<file path="config.mk">
export PLATFORM = sky130hd
export DESIGN_NAME = div_ctrl
export DESIGN_NICKNAME = d
export VERILOG_FILES = /design/src/rtl/div_ctrl.sv
export SDC_FILE = /design/constraint.sdc
export NUM_CORES = 1
export LEC_CHECK = 0
export BUFFER_PORTS_ARGS = -buffer_cell sky130_fd_sc_hd__buf_2
export CAP_MARGIN = 20
export CELL_PAD_IN_SITES_DETAIL_PLACEMENT = 1
export CELL_PAD_IN_SITES_GLOBAL_PLACEMENT = 2
export CORE_ASPECT_RATIO = 1.2
export CORE_UTILIZATION = 27
export CTS_CLUSTER_DIAMETER = 150
export DETAILED_ROUTE_END_ITERATION = 8
export PLACE_DENSITY_LB_ADDON = 0.12
export RECOVER_POWER = 100
export SKIP_LAST_GASP = 1
export SLEW_MARGIN = 20
export SYNTH_ARGS = -nofsm -noshare
export SYNTH_HDL_FRONTEND = slang
export SYNTH_SLANG_ARGS = --single-unit
</file>
<file path="constraint.sdc">
create_clock -name clk -period 5.3 [get_ports clk]
set_input_delay 0.265 -clock clk [delete_from_list [all_inputs] [get_ports clk]]
set_output_delay 0.265 -clock clk [all_outputs]
set_load 0.05 [all_outputs]
</file>
<file path="src/rtl/div_ctrl.sv">
// div_ctrl: iterative restoring divider for DIV/DIVU with start/ready handshake,
// pipeline stall request and annul; result is {remainder, quotient}.
module div_ctrl #(
  parameter int DATA_WIDTH = 32,
  parameter int CNT_WIDTH  = 6
) (
  input  logic                    clk,
  input  logic                    rst_n,
  input  logic                    signed_div_in,
  input  logic [DATA_WIDTH-1:0]   opdata1_in,
  input  logic [DATA_WIDTH-1:0]   opdata2_in,
  input  logic                    start_in,
  input  logic                    annul_in,
  output logic [2*DATA_WIDTH-1:0] result_out,
  output logic                    ready_out,
  output logic                    stall_req_out
);
  localparam int W = DATA_WIDTH;
  typedef enum logic [1:0] {FREE, BY_ZERO, ON, END} state_t;
  state_t state, next_state;
  logic [CNT_WIDTH-1:0] cnt;
  logic [W-1:0] dvd, dvs, rem, abs1, abs2, rem_nx, quo_nx, rem_fix, quo_fix;
  logic [W:0] partial, diff;
  logic sgn, s1, s2, go, ge, last;
  assign go = start_in && !annul_in;
  assign last = cnt == CNT_WIDTH'(W - 1);
  assign abs1 = (signed_div_in && opdata1_in[W-1]) ? -opdata1_in : opdata1_in;
  assign abs2 = (signed_div_in && opdata2_in[W-1]) ? -opdata2_in : opdata2_in;
  // one extra partial-remainder bit keeps unsigned divisors >= 2^(W-1) exact
  assign partial = {rem, dvd[W-1]};
  assign diff = partial - {1'b0, dvs};
  assign ge = !diff[W];
  assign rem_nx = ge ? diff[W-1:0] : partial[W-1:0];
  assign quo_nx = {dvd[W-2:0], ge};
  assign quo_fix = (sgn && (s1 ^ s2)) ? -quo_nx : quo_nx;
  assign rem_fix = (sgn && s1) ? -rem_nx : rem_nx;
  assign stall_req_out = rst_n && ((state == FREE && go) || state == ON || state == BY_ZERO);
  always_comb begin
    next_state = state;
    case (state)
      FREE:    next_state = go ? ((opdata2_in == '0) ? BY_ZERO : ON) : FREE;
      BY_ZERO: next_state = END;
      ON:      next_state = annul_in ? FREE : (last ? END : ON);
      END:     next_state = start_in ? END : FREE;
      default: next_state = FREE;
    endcase
  end
  always_ff @(posedge clk or negedge rst_n) begin
    if (!rst_n) begin
      state <= FREE;
      cnt <= '0;
      dvd <= '0;
      dvs <= '0;
      rem <= '0;
      sgn <= 1'b0;
      s1 <= 1'b0;
      s2 <= 1'b0;
      result_out <= '0;
      ready_out <= 1'b0;
    end else begin
      state <= next_state;
      case (state)
        FREE: if (go) begin
          dvd <= abs1;
          dvs <= abs2;
          rem <= '0;
          cnt <= '0;
          sgn <= signed_div_in;
          s1 <= opdata1_in[W-1];
          s2 <= opdata2_in[W-1];
        end
        BY_ZERO: begin
          result_out <= '0;
          ready_out <= 1'b1;
        end
        ON: if (annul_in) cnt <= '0;
        else begin
          dvd <= quo_nx;
          rem <= rem_nx;
          cnt <= cnt + 1'b1;
          if (last) begin
            result_out <= sgn ? {rem_fix, quo_fix} : {rem_nx, quo_nx};
            ready_out <= 1'b1;
          end
        end
        END: if (!start_in) begin
          result_out <= '0;
          ready_out <= 1'b0;
        end
        default: ;
      endcase
    end
  end
endmodule

</file>
### Word-level counts from Yosys, hierarchy flattened

Index checks and enable logic that the tools add are counted.

* equality and inequality tests: 8
* add/subtract/negate cells: 6
* reduce and logical (&&, ||, !) cells: 19
* mux-type cells: 29
* bitwise logic cells: 1

Operator list (count)
* $mux W32: 9
* $mux W64: 4
* $pmux W64 S3: 1
* $neg A32 Y32: 4
* $pmux W32 S2: 2
* $sub A33 B32 Y33: 1
* $logic_not A32 Y1: 1
* $mux W6: 2
* $pmux W6 S2: 1
* $mux W2: 4
* $ne A2 B2 Y1 const B: 4
* $pmux W2 S4: 1
* $logic_and A1 B1 Y1: 7
* $add A6 B1 Y6 const B: 1
* $eq A6 B5 Y1 const B: 1
* $eq A2 B2 Y1 const B: 2
* $mux W1: 4
* $reduce_and A2 Y1: 2
* $reduce_and A4 Y1: 1
* $pmux W1 S3: 1
* $reduce_and A3 Y1: 1
* $reduce_bool A3 Y1: 1
* $eq A2 B1 Y1 const B: 1
* $logic_not A1 Y1: 2
* other kinds (4): 5

* bits in registers: 172
* output and inout bits: 66
* word-level logic and storage cells: 73

### Longest topological paths before layout

Gate-level depths: netlist of run 1.

* depth after elaboration: 8
* gate-level depth with buffers: 22
* depth with buffers taken out: 19

### Worst setup path before layout of run 1

Ideal clock, no wire load.

* path kind: register to register
* start: reg dvd[31]
* end: reg result_out[62]
* path slack: 1134 ps
* arrival: 4095 ps
* stages on the path, launching flop included: 23
* required time: 5229 ps
* cell sequence: dfrtp_1 inv_1 ha_1 inv_1 fa_1 nand3_1 a211oi_1 o21ai_1 a21oi_2 nor3_2 nor2_4 clkinv_4 buf_6 buf_2 buf_2 nor2_1 a21oi_1 ha_1 o21ai_1 nand2b_1 a2111o_1 mux2_2 nand4_1

* cells in the longest elaborated chain, start to end: 8

RTL lines
* from (decl): line 22 `logic [W-1:0] dvd, dvs, rem, abs1, abs2, rem_nx, quo_nx, rem_fix, quo_fix;`
* from (signal assigned): line 64 `dvd <= abs1;`
* from (signal assigned): line 78 `dvd <= quo_nx;`
* $sub A33 B32 Y33: line 31 `assign diff = partial - {1'b0, dvs};`
* $mux W32 *: line 33 `assign rem_nx = ge ? diff[W-1:0] : partial[W-1:0];`
* $neg A32 Y32: line 36 `assign rem_fix = (sgn && s1) ? -rem_nx : rem_nx;`
* $mux W32: line 36
* $mux W64 *: line 82 `result_out <= sgn ? {rem_fix, quo_fix} : {rem_nx, quo_nx};`
* $mux W64 *: line 81 `if (last) begin`
* $mux W64 *: line 76 `ON: if (annul_in) cnt <= '0;`
* $pmux W64 S3 *: line 62 `case (state)`
* to (signal assigned): line 82
* to (decl): line 14 `output logic [2*DATA_WIDTH-1:0] result_out,`

Mark *: on every way between the ends. The rest lies on a longest branch, timed or not. The select of a mux whose other input is x is not followed.
A chain may end at the register's enable or synchronous reset.

### Worst setup path in the final report of run 1

* start: reg state[0]
* end: reg dvd[10]

* cells in the longest elaborated chain, start to end: 3
* elaborated cells on any way between the ends: 7

RTL lines
* from (decl): line 20 `state_t state, next_state;`
* from (signal assigned): line 61 `state <= next_state;`
* $eq A2 B2 Y1 or $logic_not A2 Y1 (tied branches): line 62
* $ne A2 B2 Y1 (no source line) or $reduce_bool A2 Y1 (tied branches)
* $reduce_and A3 Y1 (no source line)

Several ways; a longest one is shown, not always the timed one.

==> run_results.csv, run 1 <==
group,metric,value,unit
job,drv_cap,3,
global_routing,grt_pass1_wl,71000,um
floorplan,die_width,196,um
pwr,peakVddDrop,252,uV
timing,hold_viol,0,
critical_path,cp.required,5.61,ns
floorplan,initial_utilization,27.6,%
yosys,synth_area_per_cell,8.06,um^2
yosys,synth_fp_nets,1621,
floorplan,fp.dieArea,0.0461,mm^2
timing,finalClockSkew,0.0135,ns
drt,wl_per_cell,20.2,um
critical_path,cp_max_fo,38,
clock_tree,clkSinkCount,172,
yosys,synth_seq_cells,172,
placement,dp_hpwl,34900,um
floorplan,core-area,0.0442,mm^2
layout,final_common_cell,"nand2_1",
layout,syn2layout_area_growth,13.8,%
clock_tree,cts_root_buf,"clkbuf_16",
floorplan,rows,84,
yosys,syn_area,0.0122,mm^2
yosys,yosys_most_used_dff,"dfrtp_1",
yosys,synthCells,1514,
critical_path,critPathKind,"flip-flop to flip-flop",
clock_tree,cts.repair.resized,0,
global_routing,antenna_found_initial,1,
min_path,holdCritPathClass,"input port to flip-flop",
floorplan,chipHeight,235,um
layout,diodes,0,
global_routing,track_usage,20.1,%
yosys,yosysUniqueCellTypes,91,
clock_tree,tritoncts,"done",
drt,dr.pass1.iters,5,
timing,tightest_slew,3.27,ns
drt,drtIter0Drc,444,
layout,drive_above_1_share,9.78,%
timing,slew_violations,157,
timing,max_freq,212,MHz
timing,period_minus_slack,4.73,ns
outcome,outcome,"finished, violations left",
global_routing,grt_max_degree,69,
critical_path,critPathCaptureType,"flip-flop",
clock_tree,path_clk_slew,0.08,ns
layout,layout.nets,1720,
timing,post-route-period-util,89.2,%
clock_tree,ctsHtreeMaxLevel,4,
drt,vias_per_cell,5.08,
placement,port_buffers,134,
layout,nFillCells,5366,
floorplan,io-pin-count,135,
placement,globalplace.congestion,0.844,
yosys,synth_edf_count,0,
yosys,ys_seq_area_share,35.3,%
clock_tree,clock_latency,0.47,ns
timing,finalSetupTns,0,ns
timing,relSlewSlack,-118,%
yosys,yosys_warnings,0,
outcome,violations,"capacitance limit, slew limit",
layout,layout_common_cells,"nand2_1, o21ai_0, dfrtp_1",
timing,rsz0062_at_grt,"false",
drt,remaining_drc_errors,0,
clock_tree,numCtsBuffers,17,
drt,wirelength,44900,um
global_routing,grt_pass1_vias,12000,
drt,via_count,11300,
pwr,fin_total_pwr,8.24,mW
drt,drtAntennaViolNets,0,
clock_tree,clock_path_buffers,2,
timing,setup_viol,0,
yosys,async_flop_share,100,%
critical_path,crit_path_start_kind,"flip-flop",
critical_path,cp.arrival,5.04,ns
pwr,p_per_area,594,mW/mm^2
pwr,power_leakage,5.84,nW
clock_tree,cts_setup_buffers,0,
global_routing,grt_overflow,0,
-- registers in the layout, indices dropped and copies added, names as in the netlist --
| name | cells |
|---|---|
| result_out | 64 |
| sgn | 1 |
| s2 | 1 |
| dvd | 32 |
| rem | 32 |
| state | 2 |
| dvs | 32 |
| s1 | 1 |
| ready_out | 1 |
| cnt | 6 |
-- stage by stage --
step	cell area (um^2)	cells	setup slack, ns	hold slack, ns	util, %
6_report	13900	2228	0.572	0.0978	31.4
5_1_grt	13900	2228	0.143	0.0997	31.4
4_1_cts	14000	2228	0.678	0.0621	31.7
3_5_place_dp	13500	2195	0.728	0.281	30.4
3_3_place_gp	13500	2195	0.794	0.281	30.4
2_1_floorplan	12200	1514	1.13	-0.0306	-
-- power breakdown --
group          internal, mW  switching, mW  total, mW
Clock                 0.627          0.658       1.29
Sequential             1.64          0.410       2.05
Combinational          1.69           3.21       4.90
-- kinds of logic after synthesis --
logic type,count (synthesis),synth area share [%]
flip-flops,172,35.3
AND/OR/NAND/NOR,543,20.9
adder cells (fa/ha/maj),38,3.96
XOR/XNOR,131,9.40
multiplexers,26,2.18
buffers and inverters,129,4.70
AO/OA/AOI/OAI,475,23.6
-- worst paths after layout --
check | cells past startpoint | from | end | slack (ns)
setup / recovery | 6 | state[0] | dvd[10] | 0.57
hold / removal | 3 | opdata2_in[1] | dvs[1] | 0.1
setup reg to reg | 6 | state[0] | dvd[10] | 0.57
hold reg to reg | 2 | result_out[51] | result_out[51] | 0.48
max in group asynchronous | 3 | rst_n | result_out[24] | 1.14
min in group asynchronous | 2 | rst_n | dvs[30] | 1.43
-- metal layers --
| layer | up-vias | global-route usage [%] | wire, um |
|---|---|---|---|
| met5 | - | 0 | 0 |
| met4 | 0 | 7.91 | 1350 |
| met3 | 54 | 2.18 | 765 |
| met2 | 148 | 38.5 | 24600 |
| met1 | 5555 | 22.4 | 18200 |
| li1 | 5554 | - | - |
-- cells in the mapped netlist, types with 6 or more instances --
master	number	area (um^2)
nor3_1	39	195
nor4_1	21	131
a21oi_2	6	52.6
a21oi_1	149	746
o21ai_1	12	60.1
buf_6	7	78.8
inv_1	54	203
nand2b_1	11	68.8
o21a_1	6	45.0
o21ai_0	174	871
o41ai_1	7	61.3
ha_1	37	463
dfrtp_1	172	4300
mux2i_1	21	210
a31oi_1	19	119
nor2_1	140	526
xnor2_1	74	648
a21o_1	10	75.1
and3_1	20	125
nor2b_1	8	50.1
and2_1	13	81.3
clkbuf_1	50	188
or3_1	18	113
o31ai_1	19	143
nand2_1	201	754
nand4_1	13	81.3
buf_2	8	40.0
xor2_1	57	499
a22o_1	10	87.6
a211oi_1	8	60.1
nand3_1	22	110
-- critical path, cell delays in order (launching register included) --
cell and delay [ns]:
dfrtp_1 0.63, nand2b_1 0.37, nor2_1 0.07, clkbuf_1 0.29, nor2_1 2.12, clkbuf_2 0.83, o21ai_0 0.23
-- timing repair --
item                                    CTS  global route
hold buffers                              1             0
endpoints found under the setup margin    0             0
hold endpoints to repair                 51             0
-- cell type report --
class | count | area [um^2] | share of cell area, %
tap | 602 | 753 | 5.42
multi-input combinational | 1213 | 7320 | 52.8
clock inverter | 15 | 150 | 1.08
clock buffer | 17 | 425 | 3.06
sequential | 172 | 4300 | 31.0
timing repair buffer | 154 | 716 | 5.15
inverter | 55 | 211 | 1.52
Power figures use the tool's default switching activity.
==> run 2, diff against run 1 <==
--- a/config.mk
+++ b/config.mk
@@ -8,7 +8,7 @@
 export BUFFER_PORTS_ARGS = -buffer_cell sky130_fd_sc_hd__buf_2
 export CAP_MARGIN = 20
 export CELL_PAD_IN_SITES_DETAIL_PLACEMENT = 1
-export CELL_PAD_IN_SITES_GLOBAL_PLACEMENT = 2
+export CELL_PAD_IN_SITES_GLOBAL_PLACEMENT = 1
 export CORE_ASPECT_RATIO = 1.2
 export CORE_UTILIZATION = 27
 export CTS_CLUSTER_DIAMETER = 150
==> run 2 against run 1 <==
  * The run still ends with capacitance limit, slew limit left
  * Count of clock-buffer cells in the layout increased by 1
  * Sequential share of layout area shrank 0.17 points
  * Clock power rose by 13%
  * Via count down 0.16%
  * Sequential cell count unchanged
  * Power is 1.7% higher
  * Critical path depth up 6
  * Hold slack got worse by 0.0052 ns
  * Critical path type unchanged
  * Largest cell class unchanged
  * Largest power group unchanged
==> run_results.csv, run 2 (synthesis gave the netlist of run 1 again) <==
group,metric,value,unit
floorplan,core-area,0.0442,mm^2
layout,drive_above_1_share,9.72,%
timing,finalClockSkew,0.0150,ns
drt,wl_per_cell,20.0,um
global_routing,grt_pass1_vias,11900,
placement,port_buffers,134,
clock_tree,clock_path_buffers,2,
job,drv_cap,2,
floorplan,chipHeight,235,um
critical_path,reg2reg_slack,0.52,ns
global_routing,grt_overflow,0,
clock_tree,cts.repair.resized,0,
layout,regArea,0.00430,mm^2
drt,dr.pass1.iters,4,
critical_path,crit_path_max_incr_delay,0.81,ns
layout,final_common_cell,"nand2_1",
global_routing,grt_pass1_wl,70100,um
min_path,hold_start,"opdata2_in[1]",
drt,remaining_drc_errors,0,
clock_tree,clkSinkCount,172,
floorplan,rows,84,
critical_path,r2r_cells,12,
placement,dp_hpwl,34500,um
critical_path,cp_cell_sequence,"ha_1 -> a21oi_1 -> o21ai_2 -> a311oi_1 -> o31ai_2 -> or3_1 -> a2111oi_0 -> o21ai_0 -> nand4b_1 -> o41ai_1 -> xor2_1 -> o21ai_0",
critical_path,cp.arrival,5.10,ns
layout,layout.nets,1719,
layout,largest_reg_flops,64,
layout,diodes,0,
layout,syn2layout_area_growth,14.4,%
timing,hold_viol,0,
floorplan,fp.dieArea,0.0461,mm^2
floorplan,io-pin-count,135,
drt,drtAntennaViolNets,0,
clock_tree,numCtsBuffers,17,
pwr,peakVddDrop,247,uV
layout,layout_common_cells,"nand2_1, o21ai_0, dfrtp_1",
clock_tree,clock_latency,0.47,ns
clock_tree,tritoncts,"done",
timing,setup_viol,0,
timing,max_freq,209,MHz
drt,drtIter0Drc,489,
critical_path,critPathCaptureType,"flip-flop",
critical_path,cp-startpoint,"rem[16]",
floorplan,initial_utilization,27.6,%
clock_tree,ctsHtreeMaxLevel,4,
global_routing,grt_max_degree,69,
outcome,outcome,"finished, violations left",
timing,relSlewSlack,-135,%
drt,via_count,11300,
timing,slew_violations,120,
critical_path,critPathKind,"flip-flop to flip-flop",
critical_path,r2r-start,"rem[16]",
timing,post-route-period-util,90.1,%
min_path,holdCritPathClass,"input port to flip-flop",
timing,finalSetupTns,0,ns
timing,timing.hold.ws,0.0926,ns
floorplan,die_width,196,um
critical_path,reg2reg_to,"result_out[60]",
timing,rsz0062_at_grt,"false",
critical_path,crit_end,"result_out[60]",
layout,post-route-util,31.6,%
global_routing,antenna_found_initial,0,
drt,vias_per_cell,5.07,
pwr,p_per_area,600,mW/mm^2
critical_path,crit_path_start_kind,"flip-flop",
timing,tightest_slew,3.53,ns
placement,globalplace.congestion,0.866,
global_routing,track_usage,19.8,%
drt,wirelength,44500,um
pwr,power_leakage,5.88,nW
outcome,violations,"capacitance limit, slew limit",
timing,period_minus_slack,4.78,ns
critical_path,cp_max_fo,11,
layout,regMostFlops,"result_out",
layout,multi_input_area,0.00733,mm^2
layout,nFillCells,5331,
critical_path,critical-path-slowest-cell,"a2111oi_0",
critical_path,crit_top_cell,"o21ai_0",
critical_path,cp.required,5.62,ns
clock_tree,path_clk_slew,0.08,ns
clock_tree,cts_root_buf,"clkbuf_16",
-- run 2: metrics by stage --
| stage | instances | power (mW) | setup slack (ns) | area [um^2] |
|---|---|---|---|---|
| after detailed placement | 2193 | 7.05 | 0.642 | 13400 |
| after global placement | 2193 | 7.02 | 0.789 | 13400 |
| final | 2227 | 8.38 | 0.522 | 14000 |
| after CTS | 2226 | 8.56 | 0.617 | 14100 |
| after floorplan | 1514 | 5.52 | 1.13 | 12200 |
| after global routing | 2227 | 9.09 | 0.189 | 14000 |
-- run 2: worst min-delay path by stage --
stage	endpoint	slack (ns)	cells past startpoint
2_1_floorplan	cnt[0]	-0.03	0
3_3_place_gp	dvs[28]	0.29	1
5_1_grt	s1	0.08	2
4_1_cts	dvs[1]	0.06	3
3_5_place_dp	dvs[22]	0.30	1
6_report	dvs[1]	0.09	3
-- run 2: critical path, delay by kind of cell, from the launching register on --
family	cells	cell delay (ns)
xor gates and xnor gates	1	0.17
DFF	1	0.47
adders and majority gates	1	0.44
and+or+nand+nor	2	0.74
AOI/OAI and AO/OA	8	2.81
-- run 2: where the power goes --
| part | switching [mW] | internal [mW] |
|---|---|---|
| Clock | 0.633 | 0.823 |
| Combinational | 3.19 | 1.68 |
| Sequential | 0.410 | 1.64 |
| Total | 4.23 | 4.15 |
-- run 2: repair_timing --
item,CTS,global route
hold buffers,1,0
hold endpoints to repair,55,0
setup buffers,0,0
-- run 2: cell type report --
type | count | area share [%]
Multi-Input combinational cell | 1213 | 52.5
Sequential cell | 172 | 30.8
Clock inverter | 14 | 1.58
Timing Repair Buffer | 153 | 5.07
Tap cell | 602 | 5.39
Clock buffer | 18 | 3.15
Inverter | 55 | 1.51
-- run 2: layer usage --
metal / up-vias / track usage, % / part of all wire (%)
met2: 158 / 38.2 / 55
met4: 0 / 5.99 / 2.2
li1: 5549 / - / -
met1: 5542 / 22.2 / 40
met5: - / 0 / 0
met3: 44 / 2.61 / 2.1
==> run 3, diff against run 2 <==
--- a/config.mk
+++ b/config.mk
@@ -20,3 +20,4 @@
 export SYNTH_ARGS = -nofsm -noshare
 export SYNTH_HDL_FRONTEND = slang
 export SYNTH_SLANG_ARGS = --single-unit
+export TNS_END_PERCENT = 50
==> constraint.sdc (replaced) <==
create_clock -name clk -period 6 [get_ports clk]
set_input_delay 0.3 -clock clk [delete_from_list [all_inputs] [get_ports clk]]
set_output_delay 0.3 -clock clk [all_outputs]
set_load 0.05 [all_outputs]
==> run 3 against run 2 <==
  * The flow still finishes with violations (capacitance limit, slew limit)
  * Fmax fell by 7.2%
  * Sequential cell count did not move
  * Clock power fell by 23%
  * Power fell by 13%
  * Setup slack improved by 0.33 ns
  * Global-route usage fell by 0.26 points
  * Core utilization fell by 0.10 points
  * Register-to-register slack improved by 0.33 ns
  * Largest cell class unchanged
  * Largest power group unchanged
==> run_results.csv, run 3 (synthesis gave the netlist of run 1 again) <==
group,metric,value,unit
outcome,outcome,"finished, violations left",
outcome,violations,"capacitance limit, slew limit",
global_routing,track_usage,19.5,%
clock_tree,ctsHtreeMaxLevel,4,
timing,post-route-period-util,85.8,%
placement,globalplace.congestion,0.841,
clock_tree,clock_latency,0.47,ns
layout,largest_reg_flops,64,
floorplan,fp.dieArea,0.0461,mm^2
timing,max_freq,194,MHz
critical_path,crit_path_start_kind,"flip-flop",
global_routing,grt_overflow,0,
floorplan,chipHeight,235,um
timing,slew_violations,281,
drt,wirelength,44300,um
clock_tree,tritoncts,"done",
placement,dp_hpwl,34300,um
global_routing,grt_pass1_vias,11800,
clock_tree,clkSinkCount,172,
drt,met3_length,890,um
drt,vias_per_cell,5.06,
global_routing,grt_max_degree,97,
critical_path,cp_max_fo,29,
drt,drtAntennaViolNets,0,
pwr,power_leakage,5.85,nW
floorplan,die_width,196,um
timing,relSlewSlack,-102,%
layout,regMostFlops,"result_out",
layout,syn2layout_area_growth,14.1,%
global_routing,antenna_found_initial,0,
placement,port_buffers,134,
drt,drtIter0Drc,438,
drt,via_count,11300,
floorplan,rows,84,
clock_tree,cts_root_buf,"clkbuf_16",
timing,finalSetupTns,0,ns
timing,period_minus_slack,5.15,ns
drt,dr.pass1.iters,4,
critical_path,cp.required,6.35,ns
drt,top_layer,"met4",
layout,layout.nets,1718,
layout,nFillCells,5362,
global_routing,grt_pass1_wl,69100,um
clock_tree,path_clk_slew,0.08,ns
timing,setup_viol,0,
timing,timing.hold.ws,0.136,ns
floorplan,io-pin-count,135,
job,drv_cap,4,
timing,rsz0062_at_grt,"false",
pwr,p_per_area,523,mW/mm^2
critical_path,cp.arrival,5.50,ns
drt,dr_wl_met2,24000,um
floorplan,initial_utilization,27.6,%
layout,layout_common_cells,"nand2_1, o21ai_0, dfrtp_1",
drt,wl_met1,17900,um
timing,hold_viol,0,
pwr,fin_total_pwr,7.28,mW
clock_tree,cts_setup_buffers,0,
clock_tree,numCtsBuffers,17,
layout,drive_above_1_share,9.91,%
floorplan,core-area,0.0442,mm^2
critical_path,critPathKind,"flip-flop to flip-flop",
critical_path,critPathCaptureType,"flip-flop",
layout,diodes,0,
drt,remaining_drc_errors,0,
layout,final_common_cell,"nand2_1",
timing,tightest_slew,3.03,ns
timing,finalClockSkew,0.0128,ns
drt,wl_per_cell,19.9,um
pwr,peakVddDrop,238,uV
clock_tree,clock_path_buffers,2,
min_path,holdCritPathClass,"input port to flip-flop",
-- run 3: cell types whose count changed in the layout (fill, tap and decap cells not counted), sizes merged --
cell,delta
buf,+1
bufinv,-3
clkbuf,-1
clkinv,+4
clkinvlp,+3
inv,-5
-- run 3: per-stage QoR --
| step | cell area [um^2] | instances | setup WS (ns) | util (%) |
|---|---|---|---|---|
| after floorplan | 12200 | 1514 | 1.83 | - |
| after global placement | 13400 | 2193 | 1.52 | 30.4 |
| after detailed placement | 13400 | 2193 | 1.29 | 30.4 |
| after CTS | 14000 | 2226 | 1.27 | 31.7 |
| after global routing | 13900 | 2226 | 0.433 | 31.5 |
| final | 13900 | 2226 | 0.852 | 31.5 |
-- run 3: layout make-up --
type	count	area, um^2	area share [%]
Inverter	55	211	1.52
Multi-Input combinational cell	1213	7350	52.8
Sequential cell	172	4300	30.9
Clock inverter	13	138	0.989
Timing Repair Buffer	152	721	5.18
Tap cell	602	753	5.41
Clock buffer	19	443	3.18
-- run 3: power breakdown --
group          internal [mW]  switching (mW)  leakage [nW]  total, mW
Sequential              1.45           0.359          2.25       1.81
Clock                  0.592           0.538         0.275       1.13
Combinational           1.51            2.83          3.33       4.34
Total                   3.55            3.73          5.85       7.28
-- run 3: what timing repair did --
action                    4_1_cts  5_1_grt
hold buffers                    1        0
gates resized for setup         0        0
hold endpoints to repair       22        0
-- run 3: routing by layer --
metal / vias up / global-route usage [%]
met2: 143 / 37.2
met3: 57 / 2.64
li1: 5564 / -
met1: 5506 / 21.3
met4: 0 / 8.24
met5: - / 0
-- run 3: path summary, 6_finish.rpt --
check | startpoint | endpoint | slack [ns] | cells after the start
max | rem[16] | result_out[63] | 0.85 | 13
min | opdata2_in[1] | dvs[1] | 0.14 | 3
max reg2reg | rem[16] | result_out[63] | 0.85 | 13
min reg2reg | result_out[57] | result_out[57] | 0.48 | 2
max in group asynchronous | rst_n | result_out[44] | 1.72 | 4
min in group asynchronous | rst_n | dvs[24] | 0.72 | 2
-- run 3: worst max-delay path, cell delays in order, from the launching register on --
cell,delay (ns)
dfrtp_1,0.47
ha_1,0.44
a21oi_1,0.39
o21ai_2,0.15
a311oi_2,0.30
o31ai_2,0.14
nor3_1,0.99
nor2_4,0.05
clkbuf_2,0.59
mux2i_1,0.60
nand4_1,0.21
nor4_2,0.40
nand4_1,0.14
o311ai_0,0.14
